File: config.mk
export PLATFORM = sky130hd
export DESIGN_NAME = fp_addsub_pipe_flat
export DESIGN_NICKNAME = d
export VERILOG_FILES = /design/src/rtl/fp_addsub_pipe_pkg.sv /design/src/rtl/fp_addsub_pipe_if.sv /design/src/rtl/fp_addsub_pipe_lzc.sv /design/src/rtl/fp_addsub_pipe.sv /design/src/flat_wrapper.sv
export SDC_FILE = /design/constraint.sdc
export NUM_CORES = 1
export LEC_CHECK = 0
export BUFFER_PORTS_ARGS = -buffer_cell sky130_fd_sc_hd__buf_4
export CORE_UTILIZATION = 30
export CTS_CLUSTER_DIAMETER = 150
export CTS_CLUSTER_SIZE = 14
export DETAILED_ROUTE_END_ITERATION = 12
export PLACE_DENSITY = 0.48
export SLEW_MARGIN = 20
export SYNTH_ARGS = -nofsm -noshare
export SYNTH_HDL_FRONTEND = slang
export SYNTH_SLANG_ARGS = --single-unit
File: constraint.sdc
create_clock -name clk -period 8.7 [get_ports clk]
set_clock_uncertainty 0.2 [all_clocks]
set_input_delay 0.87 -clock clk [delete_from_list [all_inputs] [get_ports clk]]
set_output_delay 0.87 -clock clk [all_outputs]
set_load 0.01 [all_outputs]
File: src/rtl/fp_addsub_pipe_pkg.sv
// Shared types and helpers for the pipelined floating-point adder/subtractor.
// Payload structs that depend on the exponent/mantissa widths are declared in
// the top module so they follow its parameters.
package fp_pkg;

  localparam int FP_EXP_W_DEF = 8;
  localparam int FP_MAN_W_DEF = 23;
  localparam int FP_TAG_W_DEF = 4;

  // Exception flags in output order {invalid, overflow, inexact}.
  typedef struct packed {
    logic invalid;
    logic overflow;
    logic inexact;
  } fp_flags_t;

  typedef enum logic [2:0] {
    FP_ZERO = 3'd0,
    FP_SUB  = 3'd1,
    FP_NORM = 3'd2,
    FP_INF  = 3'd3,
    FP_QNAN = 3'd4,
    FP_SNAN = 3'd5
  } fp_class_e;

  // Result override decided during alignment and applied at the output.
  typedef enum logic [1:0] {
    SP_NONE = 2'd0,
    SP_QNAN = 2'd1,
    SP_INF  = 2'd2
  } fp_special_e;

  // Width-independent classification from the decoded field summaries.
  function automatic fp_class_e fp_classify(input logic exp_zero, input logic exp_ones,
                                            input logic frac_zero, input logic frac_msb);
    fp_class_e c;
    if (exp_ones) begin
      if (frac_zero) c = FP_INF;
      else if (frac_msb) c = FP_QNAN;
      else c = FP_SNAN;
    end else if (exp_zero) begin
      c = frac_zero ? FP_ZERO : FP_SUB;
    end else begin
      c = FP_NORM;
    end
    return c;
  endfunction

endpackage

File: src/rtl/fp_addsub_pipe_if.sv
// Operand/result handshake bundle of the FP add/sub unit.
interface fp_addsub_pipe_if
  import fp_pkg::*;
#(
  parameter int EXP_W = 8,
  parameter int MAN_W = 23,
  parameter int TAG_W = 4
);
  localparam int W = 1 + EXP_W + MAN_W;

  logic             in_valid;
  logic             in_ready;
  logic [W-1:0]     in_a;
  logic [W-1:0]     in_b;
  logic             in_sub;
  logic [TAG_W-1:0] in_tag;
  logic             out_valid;
  logic             out_ready;
  logic [W-1:0]     out_result;
  logic [TAG_W-1:0] out_tag;
  fp_flags_t        out_flags;

  // Issue logic / consumer side.
  modport master (
    output in_valid, in_a, in_b, in_sub, in_tag, out_ready,
    input  in_ready, out_valid, out_result, out_tag, out_flags
  );

  // Arithmetic unit side.
  modport slave (
    input  in_valid, in_a, in_b, in_sub, in_tag, out_ready,
    output in_ready, out_valid, out_result, out_tag, out_flags
  );
endinterface

File: src/rtl/fp_addsub_pipe_lzc.sv
// Log-tree leading-zero counter; an all-zero input counts as WIDTH.
module fp_lzc #(
  parameter int WIDTH = 27
) (
  input  logic [WIDTH-1:0]           i_data,
  output logic [$clog2(WIDTH+1)-1:0] o_cnt
);
  localparam int CNT_W = $clog2(WIDTH + 1);
  localparam int P     = 1 << CNT_W;

  // Trailing ones guarantee a hit, so a zero input yields exactly WIDTH.
  logic [P-1:0] w_pad;
  assign w_pad = {i_data, {(P-WIDTH){1'b1}}};

  for (genvar k = 0; k <= CNT_W; k++) begin : g_lvl
    localparam int N = P >> k;
    logic [N-1:0]     w_vld;
    logic [CNT_W-1:0] w_cnt [N];
    for (genvar i = 0; i < N; i++) begin : g_node
      if (k == 0) begin : g_leaf
        assign w_vld[i] = w_pad[P-1-i];
        assign w_cnt[i] = '0;
      end else begin : g_merge
        // Left child holds the more significant half of this node.
        assign w_vld[i] = g_lvl[k-1].w_vld[2*i] | g_lvl[k-1].w_vld[2*i+1];
        assign w_cnt[i] = g_lvl[k-1].w_vld[2*i] ? g_lvl[k-1].w_cnt[2*i]
                        : (g_lvl[k-1].w_cnt[2*i+1] | CNT_W'(32'd1 << (k-1)));
      end
    end
  end

  assign o_cnt = g_lvl[CNT_W].w_cnt[0];
endmodule

File: src/rtl/fp_addsub_pipe.sv
// Three-stage IEEE-754 adder/subtractor: align, add/sub, normalise/round.
// One global advance signal moves every stage, giving full backpressure.
module fp_addsub_pipe
  import fp_pkg::*;
#(
  parameter int EXP_W = 8,
  parameter int MAN_W = 23,
  parameter int TAG_W = 4
) (
  input logic              clk,
  input logic              rstn,
  fp_addsub_pipe_if.slave  bus
);
  localparam int W   = 1 + EXP_W + MAN_W;
  localparam int XW  = MAN_W + 4;          // hidden, fraction, G, R, S
  localparam int SW  = MAN_W + 5;          // XW plus carry
  localparam int EW  = EXP_W + 1;          // exponent with overflow headroom
  localparam int SHW = $clog2(XW);
  localparam int LZW = $clog2(XW + 1);
  localparam logic [W-1:0] QNAN = {1'b0, {EXP_W{1'b1}}, 1'b1, {(MAN_W-1){1'b0}}};

  typedef struct packed {
    logic             sign;
    logic             eff_sub;
    logic [EXP_W-1:0] exp;
    logic [XW-1:0]    win;
    logic [XW-1:0]    los;
    fp_special_e      sp;
    fp_flags_t        flags;
    logic [TAG_W-1:0] tag;
  } s1_t;

  typedef struct packed {
    logic             sign;
    logic             eff_sub;
    logic [EXP_W-1:0] exp;
    logic [SW-1:0]    sum;
    fp_special_e      sp;
    fp_flags_t        flags;
    logic [TAG_W-1:0] tag;
  } s2_t;

  function automatic fp_class_e cls_of(input logic [W-1:0] x);
    return fp_classify(x[W-2:MAN_W] == '0, &x[W-2:MAN_W], x[MAN_W-1:0] == '0, x[MAN_W-1]);
  endfunction

  logic w_adv;
  logic r_v1, r_v2, r_out_valid;
  s1_t  r_s1, w_s1;
  s2_t  r_s2, w_s2;
  logic [W-1:0]     r_out_result, w_res;
  logic [TAG_W-1:0] r_out_tag;
  fp_flags_t        r_out_flags, w_flags;

  assign w_adv        = ~r_out_valid | bus.out_ready;
  assign bus.in_ready = w_adv;
  assign bus.out_valid  = r_out_valid;
  assign bus.out_result = r_out_result;
  assign bus.out_tag    = r_out_tag;
  assign bus.out_flags  = r_out_flags;

  // Stage 1 (align): classify, pick the larger magnitude, shift the other with sticky.
  fp_class_e w_a_cls, w_b_cls;
  logic w_a_sign, w_b_sign, w_swap, w_a_nan, w_b_nan;
  logic [W-2:0]       w_win_x, w_los_x;
  logic [EXP_W-1:0]   w_win_exp, w_los_exp, w_diff;
  logic [SHW-1:0]     w_sh;
  logic [XW-1:0]      w_los_man;
  logic [2*XW-1:0]    w_wide;
  always_comb begin
    w_s1      = '0;
    w_a_cls   = cls_of(bus.in_a);
    w_b_cls   = cls_of(bus.in_b);
    w_a_sign  = bus.in_a[W-1];
    w_b_sign  = bus.in_b[W-1] ^ bus.in_sub;
    w_a_nan   = (w_a_cls == FP_QNAN) || (w_a_cls == FP_SNAN);
    w_b_nan   = (w_b_cls == FP_QNAN) || (w_b_cls == FP_SNAN);
    w_swap    = bus.in_b[W-2:0] > bus.in_a[W-2:0];
    w_win_x   = w_swap ? bus.in_b[W-2:0] : bus.in_a[W-2:0];
    w_los_x   = w_swap ? bus.in_a[W-2:0] : bus.in_b[W-2:0];
    // Subnormals and zero sit at exponent 1 with a clear hidden bit.
    w_win_exp = (w_win_x[W-2:MAN_W] == '0) ? EXP_W'(1) : w_win_x[W-2:MAN_W];
    w_los_exp = (w_los_x[W-2:MAN_W] == '0) ? EXP_W'(1) : w_los_x[W-2:MAN_W];
    w_diff    = w_win_exp - w_los_exp;
    w_sh      = (32'(w_diff) >= 32'(MAN_W + 3)) ? SHW'(MAN_W + 3) : SHW'(w_diff);
    w_los_man = {w_los_x[W-2:MAN_W] != '0, w_los_x[MAN_W-1:0], 3'b000};
    w_wide    = {w_los_man, {XW{1'b0}}} >> w_sh;
    w_s1.win     = {w_win_x[W-2:MAN_W] != '0, w_win_x[MAN_W-1:0], 3'b000};
    w_s1.los     = {w_wide[2*XW-1:XW+1], w_wide[XW] | (|w_wide[XW-1:0])};
    w_s1.exp     = w_win_exp;
    w_s1.sign    = w_swap ? w_b_sign : w_a_sign;
    w_s1.eff_sub = w_a_sign ^ w_b_sign;
    w_s1.tag     = bus.in_tag;
    if (w_a_nan || w_b_nan) begin
      w_s1.sp            = SP_QNAN;
      w_s1.flags.invalid = (w_a_cls == FP_SNAN) || (w_b_cls == FP_SNAN);
    end else if ((w_a_cls == FP_INF) && (w_b_cls == FP_INF) && (w_a_sign != w_b_sign)) begin
      w_s1.sp            = SP_QNAN;
      w_s1.flags.invalid = 1'b1;
    end else if (w_a_cls == FP_INF) begin
      w_s1.sp   = SP_INF;
      w_s1.sign = w_a_sign;
    end else if (w_b_cls == FP_INF) begin
      w_s1.sp   = SP_INF;
      w_s1.sign = w_b_sign;
    end else begin
      w_s1.sp = SP_NONE;
    end
  end

  // Stage 2 (calculate): winner magnitude is never below the aligned loser.
  always_comb begin
    w_s2         = '0;
    w_s2.sign    = r_s1.sign;
    w_s2.eff_sub = r_s1.eff_sub;
    w_s2.exp     = r_s1.exp;
    w_s2.sp      = r_s1.sp;
    w_s2.flags   = r_s1.flags;
    w_s2.tag     = r_s1.tag;
    if (r_s1.eff_sub) w_s2.sum = {1'b0, r_s1.win} - {1'b0, r_s1.los};
    else              w_s2.sum = {1'b0, r_s1.win} + {1'b0, r_s1.los};
  end

  logic [LZW-1:0] w_lz, w_lsh;
  fp_lzc #(.WIDTH(XW)) u_lzc (.i_data(r_s2.sum[XW-1:0]), .o_cnt(w_lz));

  // Stage 3 (normalise/round): shift, round-to-nearest-even, apply specials.
  logic [EW-1:0]    w_exp_x, w_lim, w_nexp, w_fexp;
  logic [XW-1:0]    w_norm;
  logic [MAN_W+1:0] w_rmant;
  logic [MAN_W-1:0] w_ffrac;
  logic             w_rup, w_inexact, w_sign;
  always_comb begin
    w_exp_x = {1'b0, r_s2.exp};
    w_lim   = w_exp_x - EW'(1);
    w_lsh   = (32'(w_lz) > 32'(w_lim)) ? LZW'(w_lim) : w_lz;
    if (r_s2.sum[SW-1]) begin
      w_norm = {r_s2.sum[SW-1:2], r_s2.sum[1] | r_s2.sum[0]};
      w_nexp = w_exp_x + EW'(1);
    end else begin
      w_norm = r_s2.sum[XW-1:0] << w_lsh;
      w_nexp = w_exp_x - EW'(w_lsh);
    end
    w_rup     = w_norm[2] & (w_norm[1] | w_norm[0] | w_norm[3]);
    w_inexact = |w_norm[2:0];
    w_rmant   = {1'b0, w_norm[XW-1:3]} + (MAN_W+2)'(w_rup);
    if (w_rmant[MAN_W+1]) begin
      w_fexp  = w_nexp + EW'(1);
      w_ffrac = w_rmant[MAN_W:1];
    end else if (w_rmant[MAN_W]) begin
      w_fexp  = w_nexp;
      w_ffrac = w_rmant[MAN_W-1:0];
    end else begin
      w_fexp  = '0;
      w_ffrac = w_rmant[MAN_W-1:0];
    end
    // Exact cancellation gives +0; like-signed zeros keep their sign.
    w_sign  = ((w_rmant == '0) && r_s2.eff_sub) ? 1'b0 : r_s2.sign;
    w_res   = '0;
    w_flags = '0;
    case (r_s2.sp)
      SP_QNAN: begin
        w_res         = QNAN;
        w_flags.invalid = r_s2.flags.invalid;
      end
      SP_INF: begin
        w_res = {r_s2.sign, {EXP_W{1'b1}}, {MAN_W{1'b0}}};
      end
      default: begin
        if (w_fexp >= {1'b0, {EXP_W{1'b1}}}) begin
          w_res            = {w_sign, {EXP_W{1'b1}}, {MAN_W{1'b0}}};
          w_flags.overflow = 1'b1;
          w_flags.inexact  = 1'b1;
        end else begin
          w_res           = {w_sign, w_fexp[EXP_W-1:0], w_ffrac};
          w_flags.inexact = w_inexact;
        end
      end
    endcase
  end

  // Stage registers: all advance together; bubbles travel like operations.
  always_ff @(posedge clk) begin
    if (!rstn) begin
      r_v1 <= 1'b0;
      r_v2 <= 1'b0;
      r_s1 <= '0;
      r_s2 <= '0;
    end else if (w_adv) begin
      r_v1 <= bus.in_valid;
      r_s1 <= w_s1;
      r_v2 <= r_v1;
      r_s2 <= w_s2;
    end
  end

  // Output register: holds its contents while the consumer stalls.
  always_ff @(posedge clk) begin
    if (!rstn) begin
      r_out_valid  <= 1'b0;
      r_out_result <= '0;
      r_out_tag    <= '0;
      r_out_flags  <= '0;
    end else if (w_adv) begin
      r_out_valid <= r_v2;
      if (r_v2) begin
        r_out_result <= w_res;
        r_out_tag    <= r_s2.tag;
        r_out_flags  <= w_flags;
      end
    end
  end
endmodule

File: src/flat_wrapper.sv
// flat-port wrapper written by rule: the top's interface ports become plain ports
module fp_addsub_pipe_flat import fp_pkg::*;
#(
  parameter int EXP_W = 8,
  parameter int MAN_W = 23,
  parameter int TAG_W = 4
)
  (clk, rstn, bus_in_valid, bus_in_a, bus_in_b, bus_in_sub, bus_in_tag, bus_out_ready, bus_in_ready, bus_out_valid, bus_out_result, bus_out_tag, bus_out_flags);
  fp_addsub_pipe_if #(.EXP_W(EXP_W), .MAN_W(MAN_W), .TAG_W(TAG_W)) bus_i ();
  input logic clk;
  input logic rstn;
  input wire logic [$bits(bus_i.in_valid)-1:0] bus_in_valid;
  input wire logic [$bits(bus_i.in_a)-1:0] bus_in_a;
  input wire logic [$bits(bus_i.in_b)-1:0] bus_in_b;
  input wire logic [$bits(bus_i.in_sub)-1:0] bus_in_sub;
  input wire logic [$bits(bus_i.in_tag)-1:0] bus_in_tag;
  input wire logic [$bits(bus_i.out_ready)-1:0] bus_out_ready;
  output wire logic [$bits(bus_i.in_ready)-1:0] bus_in_ready;
  output wire logic [$bits(bus_i.out_valid)-1:0] bus_out_valid;
  output wire logic [$bits(bus_i.out_result)-1:0] bus_out_result;
  output wire logic [$bits(bus_i.out_tag)-1:0] bus_out_tag;
  output wire logic [$bits(bus_i.out_flags)-1:0] bus_out_flags;
  assign bus_i.in_valid = bus_in_valid;
  assign bus_i.in_a = bus_in_a;
  assign bus_i.in_b = bus_in_b;
  assign bus_i.in_sub = bus_in_sub;
  assign bus_i.in_tag = bus_in_tag;
  assign bus_i.out_ready = bus_out_ready;
  assign bus_in_ready = bus_i.in_ready;
  assign bus_out_valid = bus_i.out_valid;
  assign bus_out_result = bus_i.out_result;
  assign bus_out_tag = bus_i.out_tag;
  assign bus_out_flags = bus_i.out_flags;
  fp_addsub_pipe #(.EXP_W(EXP_W), .MAN_W(MAN_W), .TAG_W(TAG_W)) u_core (.clk(clk), .rstn(rstn), .bus(bus_i));
endmodule
==> impl_metrics.ini <==
[place]
placedInstanceArea_um2 = 17500
port-buffer-count = 113
place_congestion = 0.953
pre_cts_ws_ps = 167
dp_hpwl_um = 46400

[timing]
max_freq_ghz = 0.122
finalWorstSetupSlack_ps = 511
report.final.setup_viol = 0
rsz_0062_raised_after_global_routing = false
finalHoldViolations = 0
worst_slew_margin_rel = 0.352
totalNegativeSetupSlack_ps = 0
post-route-period-util = 0.941
tightestPinTransition_ps = 972
final_critical_period_ps = 8190
finalMaxSlewViolations = 0
hold_ws_ps = 254

[clock_network]
clock_latency_ps = 480
cts-hold-fix-buffers = 0
cts_htree_levels = 4
cts_tree = yes
cts.reportedPaths.clkPinSlew_ps = 80
clock_sink_count = 155
postCtsSetupBuffers = 0
cts-root-buf = clkbuf_16
clockBufferDepth = 2
numCtsBuffers = 17
postCtsResizedCells = 0

[setup_path]
r2r.worst_path.cells = 23
critical_path.reg2reg.endpoint = u_core.bus.out_result[18]
r2r_setup_slk_ps = 510
critical_path.max_fanout = 36
critical_path.startpoint = u_core.r_s2[21]
timing.critical_path.arrival_ps = 8420
setup.worst_path.class = flip-flop to flip-flop
worstSetupStartpointType = flip-flop
rr_startpoint = u_core.r_s2[21]
endpoint_kind = flip-flop
required_ps = 8930
cp-endpoint = u_core.bus.out_result[18]

[floorplan]
die_w_um = 231
row_count = 83
effective_utilization_at_floorplan = 0.305
die_area_um2 = 53500
area_of_the_placeable_core_um2 = 51600
floorplan.die.height_um = 231
top_level_port_count = 114

[flow_run]
cap_viol_max_count = 0

[synthesis]
post-synth-top-count-cell = nor2_1
synth_cell_count_leaders = nor2_1, nand2_1, dfxtp_1
synth_seq_area_share = 0.197
synth_flop_cell = dfxtp_1
ys_types = 99
number_of_synthesized_flops_with_an_enable_pin = 0
synth.avg_cell_area_um2 = 7.64
syn-cell-area_um2 = 15800
async_reset_ff_frac = 0
synth.net_count = 2248
yosysTopAreaCellShare = 0.197
ys_seq_elements = 155
post_synth_inst_count = 2064
yosys_warnings = 0
netlist_top_cells_area = dfxtp_1, mux2i_1, ha_1, nor2_1, a21oi_1
synth_top_area_cell = dfxtp_1

[routing]
num_vias = 16178
first_pass_iters = 5
avgViaCountPerCell = 5.70
route.antenna.remaining_nets = 0
drcViolationCount = 0
drt_iter0_drc = 1345
routed_wirelength_um = 59400
post_drt_wl_per_cell_um = 20.9

[cells_and_area]
register_area_um2 = 3100
areaGrowthSynthToFinish_pct = 15.3
final_cell_area_um2 = 18200
filler_cell_count = 5525
layout.nets = 2328
insertedDiodeCount = 0
multi_input_area_um2 = 11700
drive_gt1_frac = 0.139

[outcome]
run_status = finished clean

[pwr]
vdd_ir_drop_max_mv = 0.157
power_leakage_nw = 7.81
cellPowerDensity_nw_per_um2 = 245
post-layout-total-power_mw = 4.45

[hold_path]
hp-class = flip-flop to flip-flop

[grt]
grt_max_degree = 90
grt.total_usage = 0.222
grt_pass1_wl_um = 92400
globalRouteOverflowTotal = 0
first_global_vias = 15279
antenna_found_initial = 1
critical path: stages, from the launching register on:
cell	delay [ps]
dfxtp_1	390
nor4_1	690
nand4_1	410
a2111oi_4	510
nor2_4	120
inv_2	160
ha_1	260
nand3_1	80
o221ai_1	150
a21oi_2	380
a222oi_1	250
buf_12	220
nor2_2	560
mux2i_1	300
a2111oi_0	900
a221o_1	470
nand2_1	150
a211oi_1	340
a41o_1	340
a21boi_1	140
o2111a_2	330
buf_4	160
nor3_4	410
a22o_1	200
registers in the layout (all words and copies together), names as in the netlist:
| register | count |
|---|---|
| u_core.bus.out_flags | 3 |
| u_core.bus.out_result | 32 |
| u_core.bus.out_tag | 4 |
| u_core.bus.out_valid | 1 |
| u_core.r_s1 | 68 |
| u_core.r_s2 | 45 |
| u_core.r_v1 | 1 |
| u_core.r_v2 | 1 |
area by class of cell:
cell class              count  area share
multi-input cells        1661       0.645
flip-flops and latches    155       0.171
repair buffers            179      0.0760
well taps                 680      0.0468
inverters                 130      0.0270
clock buffers              17      0.0234
clock inverters            15      0.0114
logic make-up after synthesis:
family                     count (synthesis)  synth area share
buffers and inverters                    248            0.0606
xor gates and xnor gates                  68            0.0378
AOI/OAI and AO/OA                        631             0.275
adders and majority gates                111            0.0895
DFF                                      155             0.197
and+or+nand+nor                          676             0.214
muxes                                    175             0.126
metrics by stage:
step,std cells,utilization
after floorplan,2064,-
after global placement,2804,0.340
after detailed placement,2804,0.340
after CTS,2836,0.352
after global routing,2837,0.352
final,2837,0.352
how the worst min path moves through the flow:
stage / start / endpoint / slack [ps] / depth (start not counted)
3_3_place_gp: u_core.bus.out_flags[0] / u_core.bus.out_flags[0] / 240 / 1
3_5_place_dp: u_core.r_s1[70] / u_core.r_s2[44] / 240 / 2
6_report: u_core.r_s1[2] / u_core.r_s1[2] / 250 / 2
5_1_grt: u_core.r_s1[0] / u_core.r_s1[0] / 270 / 2
4_1_cts: u_core.r_s2[3] / u_core.r_s2[3] / 260 / 2
2_1_floorplan: u_core.r_s2[6] / u_core.r_s2[6] / 230 / 2
metal layers:
metal | GRT usage | vias up | routed length, um
met4 | 0.0731 | 0 | 1680
met5 | 0 | - | 0
met1 | 0.307 | 7775 | 28100
li1 | - | 7855 | -
met2 | 0.351 | 467 | 26800
met3 | 0.0331 | 81 | 2860
where the power goes:
part           internal, mW  switching [mW]  leakage [nW]  total (mW)
clock network         0.398           0.396         0.304       0.794
registers             0.775          0.0814          1.27       0.856
logic                  1.07            1.73          6.24        2.80
layout by cell type (no fill, tap or decap), types with 64 or more instances in the layout:
cell type | Yosys | routed
o21ai_0 | 109 | 108
nand2_1 | 171 | 171
mux2i_1 | 142 | 142
buf_4 | 1 | 175
ha_1 | 108 | 108
nand3_1 | 64 | 64
inv_1 | 128 | 126
nor2_1 | 192 | 190
a21oi_1 | 136 | 136
a211oi_1 | 80 | 80
dfxtp_1 | 155 | 155
Power figures use the tool's default switching activity.
